### src/rtl/serial_adder.sv
// Digit-serial adder: DIGIT bits per clock through a half-adder-pair ripple slice.
// Define SERIAL_ADDER_SUB_EN to add a subtract control (port sub).
module serial_adder #(
  parameter int WIDTH = 8,
  parameter int DIGIT = 1
) (
  input  logic             clk,
  input  logic             rst,
  input  logic             start,
`ifdef SERIAL_ADDER_SUB_EN
  input  logic             sub,
`endif
  input  logic [WIDTH-1:0] a,
  input  logic [WIDTH-1:0] b,
  input  logic             cin,
  output logic             busy,
  output logic             done,
  output logic [WIDTH-1:0] sum,
  output logic             cout
);

  localparam int N  = WIDTH / DIGIT;
  localparam int CW = (N > 1) ? $clog2(N) : 1;

  generate
    if (WIDTH < 1 || DIGIT < 1 || (WIDTH % DIGIT) != 0) begin : g_bad_cfg
      $error("serial_adder: DIGIT must divide WIDTH");
    end
  endgenerate

  typedef enum logic [1:0] {
    IDLE = 2'd0,
    RUN  = 2'd1,
    DONE = 2'd2
  } state_t;

  state_t           state_q, state_d;
  logic [WIDTH-1:0] a_q, a_d;
  logic [WIDTH-1:0] b_q, b_d;
  logic [WIDTH-1:0] sum_q, sum_d;
  logic             c_q, c_d;
  logic             cout_q, cout_d;
  logic [CW-1:0]    cnt_q, cnt_d;

  logic [DIGIT-1:0]       slc_s;
  logic                   slc_c;
  logic                   rc;
  logic                   hs;
  logic [WIDTH+DIGIT-1:0] sh;

  logic             b_in;
  logic             c_in;
  logic [WIDTH-1:0] b_cap;

`ifdef SERIAL_ADDER_SUB_EN
  assign b_in  = sub;
  assign c_in  = sub ? 1'b1 : cin;
  assign b_cap = sub ? ~b : b;
`else
  assign b_in  = 1'b0;
  assign c_in  = cin;
  assign b_cap = b;
`endif

  // Each bit: first half adder sums a/b, second folds in the ripple carry.
  always_comb begin
    slc_s = '0;
    rc    = c_q;
    hs    = 1'b0;
    for (int i = 0; i < DIGIT; i++) begin
      hs       = a_q[i] ^ b_q[i];
      slc_s[i] = hs ^ rc;
      rc       = (a_q[i] & b_q[i]) | (hs & rc);
    end
    slc_c = rc;
  end

  assign sh = {slc_s, sum_q};

  always_ff @(posedge clk or posedge rst) begin
    if (rst) begin
      state_q <= IDLE;
    end else begin
      state_q <= state_d;
    end
  end

  always_comb begin
    state_d = state_q;
    unique case (state_q)
      IDLE:    if (start) state_d = RUN;
      RUN:     if (cnt_q == '0) state_d = DONE;
      DONE:    state_d = IDLE;
      default: state_d = IDLE;
    endcase
  end

  always_comb begin
    busy = (state_q == RUN);
    done = (state_q == DONE);
  end

  always_comb begin
    a_d    = a_q;
    b_d    = b_q;
    c_d    = c_q;
    sum_d  = sum_q;
    cout_d = cout_q;
    cnt_d  = cnt_q;
    unique case (state_q)
      IDLE: begin
        if (start) begin
          a_d   = a;
          b_d   = b_cap;
          c_d   = c_in;
          sum_d = '0;
          cnt_d = CW'(N - 1);
        end
      end
      RUN: begin
        a_d   = a_q >> DIGIT;
        b_d   = b_q >> DIGIT;
        c_d   = slc_c;
        sum_d = sh[WIDTH+DIGIT-1:DIGIT];
        cnt_d = cnt_q - CW'(1);
        if (cnt_q == '0) cout_d = slc_c;
      end
      default: ;
    endcase
  end

  always_ff @(posedge clk or posedge rst) begin
    if (rst) begin
      a_q    <= '0;
      b_q    <= '0;
      c_q    <= 1'b0;
      sum_q  <= '0;
      cout_q <= 1'b0;
      cnt_q  <= '0;
    end else begin
      a_q    <= a_d;
      b_q    <= b_d;
      c_q    <= c_d;
      sum_q  <= sum_d;
      cout_q <= cout_d;
      cnt_q  <= cnt_d;
    end
  end

  assign sum  = sum_q;
  assign cout = cout_q;

  logic unused_b_in;
  assign unused_b_in = b_in;

endmodule

### config.mk
export PLATFORM = sky130hd
export DESIGN_NAME = serial_adder
export DESIGN_NICKNAME = d
export VERILOG_FILES = /design/src/rtl/serial_adder.sv
export SDC_FILE = /design/constraint.sdc
export NUM_CORES = 1
export LEC_CHECK = 0
export ABC_AREA = 1
export ABC_CLOCK_PERIOD_IN_PS = 1500
export CORE_UTILIZATION = 24
export DETAILED_ROUTE_END_ITERATION = 8
export REMOVE_ABC_BUFFERS = 1
export SETUP_SLACK_MARGIN = 0.15
export SYNTH_ARGS = -nofsm -noshare
export SYNTH_HDL_FRONTEND = slang
export SYNTH_SLANG_ARGS = --single-unit
### constraint.sdc
create_clock -name clk -period 1.5 [get_ports clk]
set_clock_uncertainty 0.2 [all_clocks]
set_input_delay 0.45 -clock clk [delete_from_list [all_inputs] [get_ports clk]]
set_output_delay 0.45 -clock clk [all_outputs]
set_load 0.005 [all_outputs]
==> metrics.md <==
| Metric | Value |
|---|---|
| Max Cap Violations | 0 |
| FF-to-FF Start | state_q[1] |
| Share of cells above drive strength 1 | 0.460 |
| Non-filler instance count after layout | about 380 |
| Cell Area, Synth | about 1700 um2 |
| Final setup viols | 31 |
| CP cell instances | buf_6 > nand2_8 > inv_4 > buf_6 |
| Gr usage total | 0.137 |
| Sw Share | 0.386 |
| ANT nets after route | 0 |
| Share of the synthesized area in the top cell type | 0.452 |
| IO Port Bufs | 30 |
| Pin count of the biggest net entering global routing | 32 |
| Synthesized area per cell | slightly above 8 um2 |
| Critical setup path kind | flip-flop to output pin |
| HPWL after DPL | between 2000 and 3000 um |
| H-tree levels | 2 |
| RePlAce Congestion | about 0.75 |
| Synth warnings | 0 |
| FF+latch count, synth | 31 |
| Clock Pin Slew Worst Setup and Hold Paths | about 0.070 ns |
| CTS tree | done |
| Placed insts | 343 |
| Clk root buf | clkbuf_8 |
| Netlist cell types | 19 |
| Router iterations before antenna repair | 4 |
| DR vias/cell | roughly 4.3 |
| # nets final | 307 |
| Ys async rst share | 1.00 |
| Max stage delay on crit path | 0.42 ns |
| Leakage power | 1.57 nW |
| Number of global-route vias before repair | 1,673 |
| DRT iter0 DRCs | 71 |
| CTS Buffer Depth | 2 |
| Clock Latency Late Sink | between 0.2 and 0.3 ns |
| Final setup margin | -0.180 ns |
| CP max-delay cell | dfrtp_2 |
| I/O pins | 31 |
| FF/Latch Area | a little under 800 um2 |
| Pwr Density | ~2100 nW/um2 |
| Area post-placement | between 2000 and 2500 um2 |
| # diodes | 0 |
| RSZ-0062 raised after global routing | true |
| Multi-input logic area | roughly 900 um2 |
| TritonCTS Buffers | 5 |
| EDFF count, synth | 0 |
| Hold crit path type | input port to asynchronous set/reset pin |
| Final period utilization | 1.12 |
| Startpoint types | flip-flop |
| Minimum clock period | approximately 1.7 ns |
| Failing checks | negative setup slack |
| Via Count | ~1,600 |
| Sequential share of power | 0.236 |
| Switch Pwr | approximately 0.0024 W |
| VDD IR max | around 0.00064 V |
| Worst EP required | around 0.85 ns |
| Status | finished, violations left |
| CP arrival | ~1 ns |
| Clock share of power | 0.143 |
| Sequential share of the synthesized area | 0.452 |
| Grt total ovfl | 0 |
| Synth top area cells | dfrtp_1 (45%), nand3_1 (14%), nand2_1 (11%) |
| Max-slew violations | 0 |
| Worst-path fanout max | 3 |
| Core Util, Final | 0.434 |
| Crit end category | output pin |
| Clock tree sinks | 31 |
| Initial antenna violation count | 0 |
| Drt wl/cell | around 13 um |
| Die Ht | 86.5 um |
| Initial Util | 0.251 |
| Std cell rows | 30 |
| Area leader, netlist | dfrtp_1 |
| Area delta synth->final | 72.6% |
| First-pass GRT wire length | slightly below 8000 um |
| Hold Vio Cnt, Final | 0 |
| Commonest cells post-synth | nand2_1 (48), nand3_1 (48), inv_1 (45) |
| Die Wd | about 87 um |
| Routed wire length | 4890 um |
| Comb pwr share | 0.621 |
| Core Area | about 7000 um2 |
| Fmax | about 600 MHz |
| Max-slew headroom | 0.864 |
| DRC viols | 0 |
| DP Worst Slack | -0.278 ns |
| P_int | about 0.0038 W |
| Post-synth top flop | dfrtp_1 |
| Fin area | between 2000 and 3000 um2 |
| Worst-Margin Slew | around 0.20 ns |
| Power, Total | 0.00612 W |
| Synth Instances | ~210 |
| Crit path launch | state_q[0] |
| Fillers | a little under 700 |
| Most frequent CP cell | buf_6 |
| Die area | roughly 7500 um2 |
[power by group through the flow]
stage,combinational [W],clock (W),sequential (W)
after floorplan,0.00125,0,0.00146
after global placement,0.00212,0,0.00144
after detailed placement,0.00217,0,0.00146
after CTS,0.00336,0.000878,0.00143
after global routing,0.00411,0.000919,0.00148
final,0.00380,0.000872,0.00145
[per-layer routing]
metal / routed length (um) / global-route usage / up-vias
li1: - / - / 798
met1: 2160 / 0.171 / 786
met2: 2510 / 0.236 / 33
met3: 190 / 0.0314 / 6
met4: 36 / 0.0439 / 0
met5: 0 / 0 / -
[worst max-delay path, delay by kind of cell (launching register included)]
kind / cells / cell delay [ns]
buf+inv: 3 / 0.27
simple gates: 1 / 0.06
flops: 1 / 0.42
[cells in the final DEF, fill, tap and decap left out]
cell,count
buf_12,6
buf_16,6
buf_2,10
buf_4,24
buf_6,9
buf_8,3
bufinv_16,1
clkbuf_8,6
clkdlybuf4s50_1,18
clkinv_2,1
dfrtp_1,30
dfrtp_2,1
dlygate4sd2_1,1
fa_2,1
ha_1,2
inv_1,42
inv_2,3
inv_4,2
nand2_1,28
nand2_2,6
nand2_4,14
nand2_8,3
nand3_1,29
nand3_2,24
nand3b_1,1
nor2_2,1
nor2_4,2
o21ai_1,3
o21ai_2,8
[sequential cells by signal, indices dropped and copies added, names as in the netlist]
signal   cells
cnt_q        3
state_q      2
b_q          8
sum          8
c_q          1
a_q          8
cout         1
[through the flow]
stage	hold slack [ns]	TNS (ns)
3_3_place_gp	0.280	-6.54
5_1_grt	0.319	-4.49
6_report	0.301	-3.17
3_5_place_dp	0.293	-6.30
2_1_floorplan	0.265	-0.871
4_1_cts	0.308	-2.36
[worst paths after layout]
kind	cells past startpoint	to	slack, ns
worst max-delay path	4	busy	-0.18
worst min-delay path	3	cnt_q[1]	0.30
worst max register to register	10	b_q[5]	-0.17
worst min register to register	2	a_q[6]	0.30
max in group asynchronous	3	state_q[0]	0.62
min in group clk	2	a_q[6]	0.30
[logic make-up after synthesis]
group | count (synthesis) | synth area share
AOI/OAI and AO/OA | 11 | 0.0430
adders and majority gates | 3 | 0.0263
buffers and inverters | 58 | 0.168
DFF | 31 | 0.452
and+or+nand+nor | 108 | 0.310
[cell type report]
type	instances	share of cell area
Tap cell	96	0.0406
Sequential cell	31	0.262
Inverter	47	0.0613
Clock buffer	6	0.0279
Clock inverter	2	0.0118
Timing Repair Buffer	77	0.287
Multi-Input combinational cell	122	0.309
[what timing repair did]
item	CTS	global route
resized for setup	111	34
cloned	6	0
endpoints found under the setup margin	41	41
setup buffers	15	9
hold buffers	0	0
pin swaps	10	26
Note: power is estimated with default switching activity, not from simulation.
